### config.mk
export PLATFORM = sky130hd
export DESIGN_NAME = heu_rslt_rdr
export DESIGN_NICKNAME = d
export VERILOG_FILES = /design/src/rtl/heu_rslt_rdr.sv
export SDC_FILE = /design/constraint.sdc
export NUM_CORES = 1
export LEC_CHECK = 0
export CELL_PAD_IN_SITES_DETAIL_PLACEMENT = 2
export CELL_PAD_IN_SITES_GLOBAL_PLACEMENT = 2
export CORE_AREA = 3 3 299 301
export CTS_CLUSTER_DIAMETER = 60
export DETAILED_ROUTE_END_ITERATION = 16
export DIE_AREA = 0 0 302 304
export PLACE_DENSITY = 0.53
export SKIP_LAST_GASP = 1
export SYNTH_ARGS = -nofsm -noshare
export SYNTH_HDL_FRONTEND = slang
export SYNTH_SLANG_ARGS = --single-unit
### constraint.sdc
create_clock -name clk -period 3.05 [get_ports clk]
set_clock_uncertainty 0.15 [all_clocks]
set_input_delay 0.61 -clock clk [delete_from_list [all_inputs] [get_ports clk]]
set_output_delay 0.61 -clock clk [all_outputs]
set_load 0.005 [all_outputs]
### src/rtl/heu_rslt_rdr.sv
// Reader for the heuristic stage's serial result buffer: pulls a full block of
// words out of the upstream shift register, releases upstream, then writes the block out.
module heu_rslt_rdr #(
    parameter int DATA_W    = 8,
    parameter int NUM_WORDS = 80,
    parameter int CNT_W     = 7
) (
    input  logic              clk,
    input  logic              rst,
    input  logic              prev_out_ready,
    input  logic [DATA_W-1:0] prev_data,
    output logic              prev_shift,
    output logic              in_ready,
    output logic              wr_valid,
    input  logic              wr_ready,
    output logic [DATA_W-1:0] wr_data,
    output logic [CNT_W-1:0]  wr_addr,
    output logic              wr_last,
    output logic              busy
);

    typedef enum logic [1:0] {
        IDLE    = 2'd0,
        PULL    = 2'd1,
        RELEASE = 2'd2,
        PUSH    = 2'd3
    } state_t;

    localparam logic [CNT_W-1:0] LAST_IDX = CNT_W'(NUM_WORDS - 1);

    state_t            state;
    logic [CNT_W-1:0]  cnt;
    logic [DATA_W-1:0] word_buf [NUM_WORDS];

    // Control outputs are registered alongside the state so nothing reaches them from inputs.
    always_ff @(posedge clk or posedge rst) begin
        if (rst) begin
            state      <= IDLE;
            cnt        <= '0;
            prev_shift <= 1'b0;
            in_ready   <= 1'b0;
            wr_valid   <= 1'b0;
            wr_last    <= 1'b0;
            busy       <= 1'b0;
        end else begin
            case (state)
                IDLE: begin
                    if (prev_out_ready) begin
                        state      <= PULL;
                        cnt        <= '0;
                        prev_shift <= 1'b1;
                        busy       <= 1'b1;
                    end
                end
                PULL: begin
                    if (cnt == LAST_IDX) begin
                        state      <= RELEASE;
                        cnt        <= '0;
                        prev_shift <= 1'b0;
                        in_ready   <= 1'b1;
                    end else begin
                        cnt <= cnt + 1'b1;
                    end
                end
                RELEASE: begin
                    state    <= PUSH;
                    cnt      <= '0;
                    in_ready <= 1'b0;
                    wr_valid <= 1'b1;
                    wr_last  <= (LAST_IDX == '0);
                end
                PUSH: begin
                    if (wr_valid && wr_ready) begin
                        if (wr_last) begin
                            state    <= IDLE;
                            cnt      <= '0;
                            wr_valid <= 1'b0;
                            wr_last  <= 1'b0;
                            busy     <= 1'b0;
                        end else begin
                            cnt     <= cnt + 1'b1;
                            wr_last <= ((cnt + 1'b1) == LAST_IDX);
                        end
                    end
                end
                default: begin
                    state      <= IDLE;
                    cnt        <= '0;
                    prev_shift <= 1'b0;
                    in_ready   <= 1'b0;
                    wr_valid   <= 1'b0;
                    wr_last    <= 1'b0;
                    busy       <= 1'b0;
                end
            endcase
        end
    end

    // Buffer contents are don't-care after reset, so it carries no reset.
    always_ff @(posedge clk) begin
        if (state == PULL) begin
            word_buf[cnt] <= prev_data;
        end
    end

    assign wr_addr = wr_valid ? cnt : '0;
    assign wr_data = wr_valid ? word_buf[cnt] : '0;

endmodule

==> qor.txt <==
Die H: 304 um
Max Slew Vio Count: 0
Vias in the first global route: 17.5k
Top delay family on crit path: compound AO/OA/AOI/OAI gates
Initial DRT Pass Iterations: 5
Mapped Area: 0.0260 sq mm
Worst path cell trace: buf_8 > buf_6 > nor2b_4 > buf_12 > a22o_1 > a221oi_2 > buf_4 > nor3_1 > a311oi_4 > buf_4 > o21ai_2 > buf_2
Cell Rows: 108
TritonCTS clock tree: built
Clock root cell: clkbuf_16
Max-slew headroom at the worst pin: 51.2%
Most common cell after layout, fill and taps aside: edfxtp_1
Clock sinks: 654
P&R area growth vs syn: 30.8%
RSZ-0062 raised after global routing: yes
Most frequent cells in the layout: edfxtp_1 (640), buf_4 (334), nor2_1 (107)
Die Wd: 302 um
Overall Power: 19.2 mW
Via count: 16.0k
RePlAce Congestion: 0.801
Pre-CTS setup slack: -1090 ps
Drt total wl: 90600 um
Hold slack: 265 ps
Dpl cells: 2924
CTS H-tree lvls: 3
Peak supply drop: 0.000499 V
GRT overflow: 0
Hold Path Class: in2async
Startpoint type of the worst setup path: register
Synth Warn #: 0
Outcome: finished, violations left
I/O pins: 32
Asr flop ratio synth: 2.14%
Post-synth top flop: edfxtp_1
Tcrit/Tclk final: 133%
Sequential area share after synthesis: 75.2%
DR WL/cell: 29.0 um
Clock buffer depth: 3
WP data arrival: 3300 ps
Final net count: 1926
Hold Vio Cnt, Final: 0
Fin cells: 3123
Worst skew pair latency: 610 ps
Worst setup slack after layout: -1010 ps
Total track usage: 19.7%
Cell leakage power: 11.6 nW
Clock buffer count from CTS: 79
MaxCap Viol Count: 0
Syn nets: 1506
DP HPWL: 58000 um
Synth Register Bits: 654
First-pass GRT wire length: 131000 um
Layout cells sized above 1: 35.8%
Starting Density: 29.9%
Crit path max fanout: 5
Remaining DRCs: 0
Crit-path max cell delay: 530 ps
Syn avg cell area: 17.5 sq um
Worst setup EP type: primary output
Reg area: 0.0196 sq mm
CP bufs+invs: 6
Die area: 0.0918 sq mm
Worst-Margin Slew: 731 ps
Core Footprint: 0.0869 sq mm
Area of the multi-input gates: 0.00643 sq mm
Fillcell total: 8393
Failing checks: setup timing
FMAX: 0.246 GHz
Setup violators final: 8
Initial antenna violation count: 1
Synth cell types: 65
Slowest cell on the critical path: dfrtp_4
Reg clk slew, reported paths: 60 ps
PortBufs: 31
Critical Path Most Common Cell: buf_4
Total power divided by cell area: 565 mW/mm^2
Crit path kind: reg2out
Avg Vias per Cell: 5.12
Remaining antenna violation count: 0
Largest net degree at the start of global routing: 81
Worst EP required: 2290 ps
DRT iter0 DRCs: 1201
Final Critical Period: 4060 ps
Number of synthesized flops with an enable pin: 640
Cells after Synth: 1488
[metrics by stage]
| stage | utilization (%) | TNS [ps] | area (sq um) |
|---|---|---|---|
| 4_1_cts | 39.0 | -7320 | 33900 |
| 6_report | 39.2 | -7090 | 34000 |
| 2_1_floorplan | - | 0 | 26000 |
| 5_1_grt | 39.2 | -7830 | 34000 |
| 3_5_place_dp | 34.8 | -6790 | 30200 |
| 3_3_place_gp | 34.8 | -6660 | 30200 |
[synth_stat cells (all sizes together), types with 3 or more instances]
library cell  count  area share (%)
edfxtp          640              74
nor2            114             1.7
mux2i           111             4.3
nand2            65            0.94
buf              64             1.6
a221oi           62             2.2
a22oi            60             1.7
mux4             50             4.3
mux2             39             1.7
o21ai            35            0.67
nand3            32            0.62
a21oi            31            0.61
clkbuf           29            0.42
nor2b            17            0.41
dfrtp            14             1.3
and2             13            0.31
inv               9            0.13
o221ai            9            0.30
a22o              8            0.27
a221o             7            0.27
a31oi             7            0.17
ha                6            0.29
nand4             6            0.14
o211ai            6            0.17
a211oi            4            0.12
a32oi             4            0.13
nor3              4           0.077
o31ai             4            0.12
a21o              3           0.087
nand2b            3           0.072
nand3b            3           0.087
[power by group]
group          leakage (nW)  internal [mW]  switching [mW]
clock network          1.22           5.44            3.71
logic                  4.42         0.0289           0.170
registers              5.93           9.87         0.00215
[registers in the layout, indices dropped and copies added (netlist names)]
name	flops
wr_last	1
word_buf	640
busy	1
state	2
in_ready	1
cnt	7
prev_shift	1
wr_valid	1
[routing by layer]
layer  GRT usage, %  part of all wire (%)  vias up  wire length (um)
met5              0                     0        -                 0
met4           5.36                   2.5        0              2230
met3           2.30                   3.2      131              2900
met2           33.7                    50      332             45600
met1           26.5                    44     8627             39900
li1               -                     -     6887                 -
[worst paths after layout]
kind | from | endpoint | slack, ps | depth (start not counted)
setup / recovery | cnt[0]$_DFFE_PP0P_ | wr_data[7] | -1010 | 12
hold / removal | rst | busy$_DFFE_PP0P_ | 260 | 2
setup reg to reg | cnt[0]$_DFFE_PP0P_ | state[1]$_DFFE_PP0P_ | 160 | 8
hold reg to reg | busy$_DFFE_PP0P_ | busy$_DFFE_PP0P_ | 360 | 2
max in group asynchronous | rst | cnt[0]$_DFFE_PP0P_ | 1940 | 2
min in group clk | busy$_DFFE_PP0P_ | busy$_DFFE_PP0P_ | 360 | 2
[kinds of logic (layout without fill, tap and decap cells)]
| group | after synthesis | count (layout) | share of synthesized area [%] |
|---|---|---|---|
| mux | 200 | 200 | 10.3 |
| other cells | 0 | 3 | 0 |
| xor+xnor | 2 | 2 | 0.0673 |
| compound gates | 260 | 260 | 7.53 |
| buf+inv | 103 | 580 | 2.14 |
| fa+ha+maj | 6 | 6 | 0.289 |
| simple gates | 263 | 263 | 4.48 |
| flops | 654 | 654 | 75.2 |
[area by class of cell]
type / count / share of cell area [%]
tap: 1155 / 4.25
multi-input combinational: 731 / 18.9
clock inverter: 37 / 0.945
timing repair buffer: 432 / 11.8
inverter: 10 / 0.140
clock buffer: 101 / 6.39
sequential: 654 / 57.5
antenna: 3 / 0.0221
[timing repair]
item                                    CTS  global route
gates resized for setup                 163            14
hold buffers                              0             0
buffers inserted                         52             7
hold endpoints to repair                  0             0
gates cloned                              5             0
pin swaps                                48            12
endpoints found under the setup margin    9             8
No activity file was read; power rests on OpenSTA's default activity.
